## config.mk

```make
export PLATFORM = sky130hd
export DESIGN_NAME = alu_sequencer
export DESIGN_NICKNAME = d
export VERILOG_FILES = /design/src/rtl/alu_sequencer.sv
export SDC_FILE = /design/constraint.sdc
export NUM_CORES = 1
export LEC_CHECK = 0
export ABC_AREA = 1
export CAP_MARGIN = 20
export CORE_ASPECT_RATIO = 2
export CORE_MARGIN = 8
export CORE_UTILIZATION = 44
export DETAILED_ROUTE_END_ITERATION = 7
export PLACE_DENSITY = 0.82
export SETUP_SLACK_MARGIN = 0.4
export SYNTH_ARGS = -nofsm -noshare
export SYNTH_HDL_FRONTEND = slang
export SYNTH_SLANG_ARGS = --single-unit
```

## constraint.sdc

```tcl
create_clock -name clk -period 2.4 [get_ports clk]
set_input_delay 0.48 -clock clk [delete_from_list [all_inputs] [get_ports clk]]
set_output_delay 0.48 -clock clk [all_outputs]
set_load 0.02 [all_outputs]
```

## src/rtl/alu_sequencer.sv

```systemverilog
// alu_sequencer
//   Two-requester round-robin arbiter and multi-cycle sequencer in front of
//   the shared combinational ALU. A granted operation is latched, the ALU is
//   driven from the latched operands for a per-opcode number of cycles, and
//   the ALU result is then held on a valid/ready response channel.
//
// Ports
//   clk, rst_n                 clock, asynchronous active-low reset
//   reqN_valid/ready           request handshake, N = 0/1
//   reqN_op, reqN_a, reqN_b    requested opcode and operands
//   alu_a, alu_b, alu_op       drive to the ALU (idle: op 3'b111, operands 0)
//   alu_out, alu_r, alu_sign   ALU results
//   rsp_valid/ready            response handshake
//   rsp_id                     index of the requester being answered
//   rsp_out, rsp_r, rsp_sign   captured result, remainder/high half, sign
//   rsp_dz                     divide-by-zero flag
module alu_sequencer #(
    parameter int WIDTH   = 16,
    parameter int MUL_LAT = 2,
    parameter int DIV_LAT = 4
) (
    input  logic             clk,
    input  logic             rst_n,
    input  logic             req0_valid,
    output logic             req0_ready,
    input  logic [2:0]       req0_op,
    input  logic [WIDTH-1:0] req0_a,
    input  logic [WIDTH-1:0] req0_b,
    input  logic             req1_valid,
    output logic             req1_ready,
    input  logic [2:0]       req1_op,
    input  logic [WIDTH-1:0] req1_a,
    input  logic [WIDTH-1:0] req1_b,
    output logic [WIDTH-1:0] alu_a,
    output logic [WIDTH-1:0] alu_b,
    output logic [2:0]       alu_op,
    input  logic [WIDTH-1:0] alu_out,
    input  logic [WIDTH-1:0] alu_r,
    input  logic             alu_sign,
    output logic             rsp_valid,
    input  logic             rsp_ready,
    output logic             rsp_id,
    output logic [WIDTH-1:0] rsp_out,
    output logic [WIDTH-1:0] rsp_r,
    output logic             rsp_sign,
    output logic             rsp_dz
);

    typedef enum logic [1:0] {IDLE, EXEC, DONE} state_t;

    localparam logic [2:0] OP_MUL  = 3'b010;
    localparam logic [2:0] OP_DIV  = 3'b011;
    localparam logic [2:0] OP_IDLE = 3'b111;

    state_t           state, state_nx;
    logic             last_grant;
    logic [7:0]       cnt;
    logic [2:0]       op_q;
    logic [WIDTH-1:0] a_q, b_q;
    logic             id_q;

    logic             any_valid;
    logic             gnt_id;
    logic             accept;
    logic [2:0]       sel_op;
    logic [WIDTH-1:0] sel_a, sel_b;
    logic             sel_dz;
    logic [7:0]       sel_lat;

    // Arbitration and operand selection. On a tie the requester that was
    // not granted last wins; last_grant resets to 1 so req0 wins first.
    always_comb begin
        any_valid = req0_valid | req1_valid;
        gnt_id    = req1_valid & (~req0_valid | ~last_grant);
        accept    = (state == IDLE) & any_valid;
        // rst_n gating keeps ready low while reset is held, even with a
        // request pending against the reset IDLE state.
        req0_ready = rst_n & accept & ~gnt_id;
        req1_ready = rst_n & accept & gnt_id;
        sel_op = gnt_id ? req1_op : req0_op;
        sel_a  = gnt_id ? req1_a  : req0_a;
        sel_b  = gnt_id ? req1_b  : req0_b;
        sel_dz = (sel_op == OP_DIV) && (sel_b == '0);
        case (sel_op)
            OP_MUL:  sel_lat = 8'(MUL_LAT);
            OP_DIV:  sel_lat = 8'(DIV_LAT);
            default: sel_lat = 8'd1;
        endcase
    end

    always_comb begin
        state_nx = state;
        case (state)
            IDLE: if (accept) state_nx = sel_dz ? DONE : EXEC;
            EXEC: if (cnt == 8'd0) state_nx = DONE;
            DONE: if (rsp_ready) state_nx = IDLE;
            default: state_nx = IDLE;
        endcase
    end

    always_comb begin
        rsp_valid = (state == DONE);
        alu_op    = OP_IDLE;
        alu_a     = '0;
        alu_b     = '0;
        if (state == EXEC) begin
            alu_op = op_q;
            alu_a  = a_q;
            alu_b  = b_q;
        end
    end

    always_ff @(posedge clk or negedge rst_n) begin
        if (!rst_n) state <= IDLE;
        else        state <= state_nx;
    end

    always_ff @(posedge clk or negedge rst_n) begin
        if (!rst_n) begin
            last_grant <= 1'b1;
            cnt        <= '0;
            op_q       <= OP_IDLE;
            a_q        <= '0;
            b_q        <= '0;
            id_q       <= 1'b0;
            rsp_id     <= 1'b0;
            rsp_out    <= '0;
            rsp_r      <= '0;
            rsp_sign   <= 1'b0;
            rsp_dz     <= 1'b0;
        end else begin
            case (state)
                IDLE: begin
                    if (accept) begin
                        last_grant <= gnt_id;
                        op_q       <= sel_op;
                        a_q        <= sel_a;
                        b_q        <= sel_b;
                        id_q       <= gnt_id;
                        cnt        <= sel_lat - 8'd1;
                        // Divide by zero bypasses the ALU entirely.
                        if (sel_dz) begin
                            rsp_id   <= gnt_id;
                            rsp_out  <= '1;
                            rsp_r    <= sel_a;
                            rsp_sign <= 1'b1;
                            rsp_dz   <= 1'b1;
                        end
                    end
                end
                EXEC: begin
                    if (cnt == 8'd0) begin
                        rsp_id   <= id_q;
                        rsp_out  <= alu_out;
                        rsp_r    <= alu_r;
                        rsp_sign <= alu_sign;
                        rsp_dz   <= 1'b0;
                    end else begin
                        cnt <= cnt - 8'd1;
                    end
                end
                default: ;
            endcase
        end
    end

endmodule
```

Yosys cells after proc, flatten, opt, wreduce, memory -nomap -nowiden
Cells that the tools add are included.
{ "word_totals": {"reg_bits": 82, "output_inout_bits": 73, "elab_cells": 75} }
{ "op_classes": {"n_addsub": 2, "eq_ne": 9, "n_mux": 33, "bitwise_logic": 10, "n_reduce_logical": 9} }
{ "op_table": {"columns": ["op", "n"], "rows": [
  ["two-way mux 16 bit", 10],
  ["one-hot mux 16 bit (2 select lines)", 2],
  ["zero test 16 bit", 1],
  ["two-way mux 8 bit", 2],
  ["one-hot mux 8 bit (2 select lines)", 1],
  ["zero test 8 bit", 1],
  ["two-way mux 2 bit", 4],
  ["inequality test 2 bit, second input constant", 4],
  ["subtractor 8 x 1 -> 8 bit, second input constant", 1],
  ["two-way mux 1 bit", 7],
  ["equality test 3 x 2 -> 1 bit, second input constant", 2],
  ["two-way mux 3 bit", 2],
  ["one-hot mux 1 bit (2 select lines)", 3],
  ["one-hot mux 2 bit (3 select lines)", 1],
  ["one-hot mux 3 bit (2 select lines)", 1],
  ["AND reduction 3 bit", 2],
  ["AND 1 bit", 5],
  ["AND reduction 4 bit", 1],
  ["subtractor 3 x 1 -> 4 bit, second input constant", 1],
  ["NOT 1 bit", 3],
  ["equality test 2 x 1 -> 1 bit, second input constant", 1],
  ["equality test 2 bit, second input constant", 1],
  ["zero test 2 bit", 1],
  ["inequality test 2 x 1 -> 1 bit, second input constant", 1],
  ["4 further kinds", 5]
]} }

Logic depth before layout (Yosys ltp)
Gate-level depths: netlist of run 1.
{ "depth": {"depth_word": 9, "mapped_depth": 14, "ltp_nobuf": 12} }

Worst setup path after synthesis of run 1
Ideal clock, no wire load.
{ "synth_timing": {"kind": "register -> output", "start": "register last_grant", "end": "output port req0_ready", "arrival_time_ns": 1.705, "setup_slack_ns": 0.215, "path_stages_with_launch": 7, "path_cell_list": "dfstp_2 nand2_2 nand2_2 buf_6 buf_2 inv_1 nor3_1"} }
{ "synth_between": {"elab_chain_cells": 5} }
{ "synth_lines": {"columns": ["element", "line", "text"], "rows": [
  ["start, declared", "56", "logic last_grant;"],
  ["start signal, assigned", "135", "last_grant <= gnt_id;"],
  ["NOT 1 bit", "74", "gnt_id = req1_valid & (~req0_valid | ~last_grant);"],
  ["bitwise OR 1 bit", "74", null],
  ["AND 1 bit", "74", null],
  ["NOT 1 bit", "78", "req0_ready = rst_n & accept & ~gnt_id;"],
  ["AND 1 bit", "78", null],
  ["end, declared", "25", "output logic req0_ready,"]
]} }
No other way between the ends.

Worst setup path in the final report of run 1
{ "layout_timing": {"start": "register last_grant", "end": "register rsp_r[4]"} }
{ "layout_between": {"elab_chain_cells": 8, "elab_cells_between_ends": 14} }
{ "layout_lines": {"columns": ["element", "line", "text"], "rows": [
  ["NOT 1 bit *", "74", null],
  ["bitwise OR 1 bit *", "74", null],
  ["AND 1 bit *", "74", null],
  ["two-way mux 16 bit / two-way mux 3 bit (equally long branches)", "82, 80", null],
  ["zero test 16 bit / equality test 3 x 2 -> 1 bit (equally long branches)", "83", "sel_dz = (sel_op == OP_DIV) && (sel_b == '0);"],
  ["logical AND 1 bit", "83", null],
  ["inequality test 2 bit (no line)", null, null],
  ["AND reduction 4 bit (no line)", null, null],
  ["end signal, assigned", "145", "rsp_r <= sel_a;"],
  ["end signal, assigned", "155", "rsp_r <= alu_r;"],
  ["end, declared", "44", "output logic [WIDTH-1:0] rsp_r,"]
]} }
Every way passes the cells marked *; elsewhere a longest branch is shown, timed or not. The select of a mux whose other input is x is not followed.
A chain may end at the register's enable or synchronous reset.

==> results of run 1 <==
-- layer usage --
metal	wire length [um]	GRT usage
met1	6170	0.254
met3	1670	0.0920
met2	8000	0.360
met5	0	0
met4	346	0.0736
-- per-stage QoR --
step           worst slack, ns  cells  cell area, um^2  power [W]
2_1_floorplan            0.390    579             4440    0.00517
3_3_place_gp            -0.219    894             6520    0.00706
3_5_place_dp            -0.241    894             6520    0.00716
4_1_cts                  0.243    925             7070    0.00891
5_1_grt                  0.145    944             7610     0.0105
6_report                 0.267    944             7610    0.00985
-- area by class of cell --
type / count / area (um^2)
Clock buffer: 13 / 240
Clock inverter: 3 / 40.0
Multi-Input combinational cell: 371 / 2250
Timing Repair inverter: 2 / 15.0
Inverter: 95 / 364
Timing Repair Buffer: 243 / 2470
Fill cell: 656 / 2340
Sequential cell: 82 / 2060
Tap cell: 135 / 169
-- worst register-to-register path, stage by stage, from the launching register on --
cell and delay [ns]:
dfstp_2 0.57, nand2_4 0.08, nand2_8 0.12, buf_16 0.13, nand2_1 0.06, nand2_2 0.08
nand2_2 0.05, nor2_2 0.16, nand2_2 0.10, o21bai_4 0.19, nand2_4 0.09, buf_8 0.15
buf_16 0.15, nand2_4 0.05, o21ai_2 0.04
-- sequential cells by signal, summed over array words and instances, names as in the netlist --
signal	count
rsp_sign	1
rsp_r	16
rsp_out	16
a_q	16
id_q	1
cnt	8
rsp_dz	1
last_grant	1
b_q	16
rsp_id	1
op_q	3
state	2
-- synth_stat cells, drive strengths merged (2+ instances only) --
| master | number | share of area |
|---|---|---|
| clkbuf | 15 | 0.013 |
| nor3 | 2 | 0.0023 |
| buf | 16 | 0.028 |
| ha | 2 | 0.0057 |
| dfstp | 4 | 0.024 |
| nand4 | 3 | 0.0042 |
| nand3 | 17 | 0.019 |
| dfrtp | 78 | 0.44 |
| nand3b | 11 | 0.019 |
| o21ai | 79 | 0.10 |
| a21oi | 11 | 0.019 |
| a31oi | 2 | 0.0028 |
| mux2i | 16 | 0.036 |
| or2 | 4 | 0.0057 |
| nand2 | 152 | 0.13 |
| nor2 | 68 | 0.058 |
| inv | 95 | 0.081 |
-- power breakdown --
part | switching, W | internal, W
Combinational | 0.00333 | 0.00271
Sequential | 0.000416 | 0.00205
Clock | 0.000533 | 0.000804
Total | 0.00428 | 0.00557
-- worst paths after layout --
check	start	end	slack [ns]	depth (start not counted)
setup / recovery	last_grant	rsp_r[4]	0.27	14
hold / removal	rst_n	b_q[8]	0.18	2
setup reg to reg	last_grant	rsp_r[4]	0.27	14
hold reg to reg	a_q[3]	a_q[3]	0.49	2
max in group asynchronous	rst_n	state[1]	1.12	3
min in group clk	a_q[3]	a_q[3]	0.49	2
-- cell families after synthesis --
logic type / after synthesis
flops: 82
xor+xnor: 1
simple gates: 257
compound gates: 95
buf+inv: 126
mux: 16
fa+ha+maj: 2
-- what timing repair did --
item,4_1_cts,5_1_grt
setup buffers,9,14
pin swaps,13,23
hold endpoints to repair,0,0
resized for setup,191,136
setup endpoints to repair,94,67
cloned,6,5
==> impl_metrics.py, run 1 <==
metrics = {
    "synthesis": {
        "synth_compound_area_frac": 0.132,
        "synthCells": 579,
        "synth-warning-count": 0,
        "synth.distinct_cells": 28,
        "ys_ff_latch": 82,
        "async_flop_share": 1.00,
        "syn_area_um2": 4430,
        "synth_simple_gate_area_frac": 0.238,
        "syn_nets": 689,
        "synth_xor_area_frac": 0.00198,
        "syn_avg_cell_area_um2": 7.64,
        "synth-edff-count": 0,
        "seq_area_frac_synth": 0.465,
        "synth_mux_area_frac": 0.0362,
        "synth_top_family_by_area": "simple AND/OR/NAND/NOR gates",
        "synth_fa_ha_area_frac": 0.00565,
        "ys.flop_type": "dfrtp_1",
    },
    "setup_path": {
        "cpLargestDelayFamily": "simple AND/OR/NAND/NOR gates",
        "critPathLaunchType": "flip-flop",
        "end_kind": "flip-flop",
        "slowest_delay_ns": 0.57,
        "cp.required_ns": 2.63,
        "crit_type": "reg2reg",
        "crit_arrival_ns": 2.36,
        "worst-path-max-fanout": 7,
        "cp_cell_sequence": "nand2_4, nand2_8, buf_16, nand2_1, nand2_2, nand2_2, nor2_2, nand2_2, o21bai_4, nand2_4, buf_8, buf_16, nand2_4, o21ai_2",
        "cp.buffers_inverters": 3,
        "crit_path_top_delay_cell": "dfstp_2",
    },
    "die": {
        "die_area_um2": 13700,
        "die_y_um": 158,
        "start_util": 0.445,
        "rows": 52,
        "core_area_um2": 9950,
        "chipWidth_um": 86.9,
        "io-pin-count": 181,
    },
    "clocking": {
        "cts_tree": "built",
        "clockBufferDepth": 2,
        "clkTransAtPathRegs_ns": 0.06,
        "cts_htree_levels": 3,
        "numClockSinks": 82,
        "hold_buffers": 0,
        "cts-root-buf": "clkbuf_16",
        "cts_made_buffers": 9,
        "clk_latency_ns": 0.34,
    },
    "final_layout": {
        "fin_util": 0.765,
        "final_common_cell": "clkdlybuf4s50_1",
        "drive_gt1_frac": 0.298,
        "syn2layout_area_growth_pct": 72.0,
        "fin_nets": 914,
        "final_cell_mix": "clkdlybuf4s50_1 (139), inv_1 (92), nand2_1 (92), dfrtp_1 (77), o21ai_0 (55)",
        "antenna_cells": 0,
    },
    "drt": {
        "vias": 4754,
        "routed_via_density": 5.04,
        "wl_per_cell_um": 17.2,
        "antenna_left": 0,
        "firstDrtPassIters": 5,
        "drt_iter0_drc": 294,
        "drc": 0,
        "routed_wl_um": 16200,
    },
    "sta": {
        "hold_viol": 0,
        "setup_viol": 0,
        "finalCritPeriodShare": 0.889,
        "timing.final.crit_period_ns": 2.13,
        "setup-tns-final_ns": 0,
        "slew_viol_final": 0,
        "grt_setup_unrepaired": "true",
        "fmax_mhz": 469,
        "whs_ns": 0.179,
        "tightest_slew_ns": 0.752,
        "slew_headroom": 0.499,
        "fin_worst_skew_ns": 0.00380,
    },
    "placed_design": {
        "place_congestion": 0.823,
        "io_buffers": 180,
        "dpl.hpwl_um": 10300,
    },
    "grt": {
        "grt_pass1_wl_um": 23700,
        "grt_pass1_vias": 4751,
        "overflow": 0,
        "grt.total_usage": 0.221,
        "grt_max_degree": 59,
        "antenna_found_initial": 0,
    },
    "power": {
        "p_per_area_nw_per_um2": 1290,
        "power_leakage_nw": 3.77,
        "ir_drop_mv": 0.871,
    },
    "worst_hold_path": {
        "hold_class": "in2async",
    },
    "job": {
        "cap_violations": 0,
    },
    "status": {
        "outcome": "completed",
    },
}
Power figures use the tool's default switching activity.
==> run 2, diff against run 1 <==
Settings changed: GPL_TIMING_DRIVEN from default to 0, SETUP_SLACK_MARGIN 0.4 to 0.5.
==> impl_metrics.py, run 2 (synthesized netlist as in run 1, its figures left out) <==
metrics = {
    "sta": {
        "slew_viol_final": 0,
        "fin_worst_skew_ns": 0.00289,
        "fmax_mhz": 443,
        "slew_headroom": 0.592,
        "grt_setup_unrepaired": "true",
        "timing.final.crit_period_ns": 2.26,
        "setup_viol": 0,
        "whs_ns": 0.0235,
        "hold_viol": 0,
        "finalCritPeriodShare": 0.941,
        "tightest_slew_ns": 0.611,
    },
    "setup_path": {
        "worst-path-max-fanout": 9,
        "cp.required_ns": 2.62,
        "crit_type": "reg2reg",
        "end_kind": "flip-flop",
        "crit_arrival_ns": 2.47,
        "critPathLaunchType": "flip-flop",
    },
    "power": {
        "p_per_area_nw_per_um2": 1380,
        "power_leakage_nw": 3.82,
        "ir_drop_mv": 0.784,
    },
    "grt": {
        "overflow": 0,
        "grt_max_degree": 70,
        "grt_pass1_vias": 4903,
        "grt.total_usage": 0.233,
        "grt_pass1_wl_um": 24800,
        "antenna_found_initial": 0,
    },
    "final_layout": {
        "fin_nets": 916,
        "final_common_cell": "clkdlybuf4s50_1",
        "syn2layout_area_growth_pct": 80.0,
        "drive_gt1_frac": 0.285,
        "final_cell_mix": "clkdlybuf4s50_1 (139), nand2_1 (126), inv_1 (90), dfrtp_1 (76), o21ai_0 (54)",
        "antenna_cells": 0,
        "fin_util": 0.800,
    },
    "clocking": {
        "clockBufferDepth": 2,
        "numClockSinks": 82,
        "cts_made_buffers": 9,
        "cts-root-buf": "clkbuf_16",
        "hold_buffers": 0,
        "clkTransAtPathRegs_ns": 0.06,
        "clk_latency_ns": 0.34,
        "cts_tree": "built",
        "cts_htree_levels": 3,
    },
    "drt": {
        "routed_via_density": 5.25,
        "antenna_left": 0,
        "drt_iter0_drc": 328,
        "drc": 0,
        "vias": 4968,
        "firstDrtPassIters": 5,
        "wl_per_cell_um": 19.1,
        "routed_wl_um": 18100,
    },
    "status": {
        "outcome": "completed",
    },
    "die": {
        "die_area_um2": 13700,
        "chipWidth_um": 86.9,
        "core_area_um2": 9950,
        "start_util": 0.445,
        "io-pin-count": 181,
        "die_y_um": 158,
        "rows": 52,
    },
    "worst_hold_path": {
        "hold_class": "in2async",
    },
    "placed_design": {
        "place_congestion": 0.835,
        "dpl.hpwl_um": 10900,
        "io_buffers": 180,
    },
    "job": {
        "cap_violations": 0,
    },
}
## run 2: area by class of cell
class / instances / area, um^2
multi-input cells: 371 / 2340
clock inverters: 4 / 98.8
repair buffers: 216 / 2310
well taps: 135 / 169
clock buffers: 12 / 246
fillers: 621 / 1990
inverters: 95 / 364
plain buffers: 31 / 382
flip-flops and latches: 82 / 2060
## run 2: worst max-delay path: stages (launching register included)
cell and delay, ns:
dfstp_2 0.56, nand2_4 0.08, nand2_8 0.11, buf_12 0.12, nand2_1 0.05, nand2_1 0.11, nand2_1 0.09, nor2_2 0.14
nand3_2 0.13, o21bai_4 0.24, nand2_8 0.16, clkbuf_16 0.20, nand2_1 0.09, o21ai_2 0.06
## run 2: power breakdown
part	switching, W	leakage [nW]	internal [W]
logic	0.00382	2.69	0.00309
clock network	0.000560	0.167	0.00105
registers	0.000421	0.959	0.00206
## run 2: through the flow
stage	instance area (um^2)	setup WS (ns)	power (W)	cells	TNS, ns
2_1_floorplan	4450	0.399	0.00517	579	0
3_3_place_gp	6420	-3.38	0.00704	894	-227.73
3_5_place_dp	6440	-1.22	0.00718	895	-47.77
4_1_cts	7300	0.227	0.00972	926	0
5_1_grt	7960	0.0547	0.0116	946	0
6_report	7960	0.142	0.0110	946	0
## run 2: path summary, 6_finish.rpt
| kind | from | cells after the start | slack (ns) | endpoint |
|---|---|---|---|---|
| max in group asynchronous | rst_n | 2 | 1.85 | last_grant |
| worst max-delay path | last_grant | 13 | 0.14 | rsp_r[5] |
| worst min register to register | rsp_r[13] | 2 | 0.48 | rsp_r[13] |
| worst min-delay path | rst_n | 1 | 0.02 | b_q[4] |
| min in group clk | rsp_r[13] | 2 | 0.48 | rsp_r[13] |
| worst max register to register | last_grant | 13 | 0.14 | rsp_r[5] |
## run 2: routing by layer
| metal | GRT usage | vias up | share of wire |
|---|---|---|---|
| met5 | 0 | - | 0 |
| met3 | 0.0900 | 47 | 0.10 |
| met2 | 0.385 | 301 | 0.51 |
| met4 | 0.0844 | 0 | 0.031 |
| met1 | 0.265 | 2378 | 0.35 |
| li1 | - | 2242 | - |
## run 2: timing repair
item | 4_1_cts | 5_1_grt
resized for setup | 313 | 113
endpoints found under the setup margin | 120 | 77
pin swaps | 9 | 28
cloned | 3 | 8
buffers inserted | 12 | 12
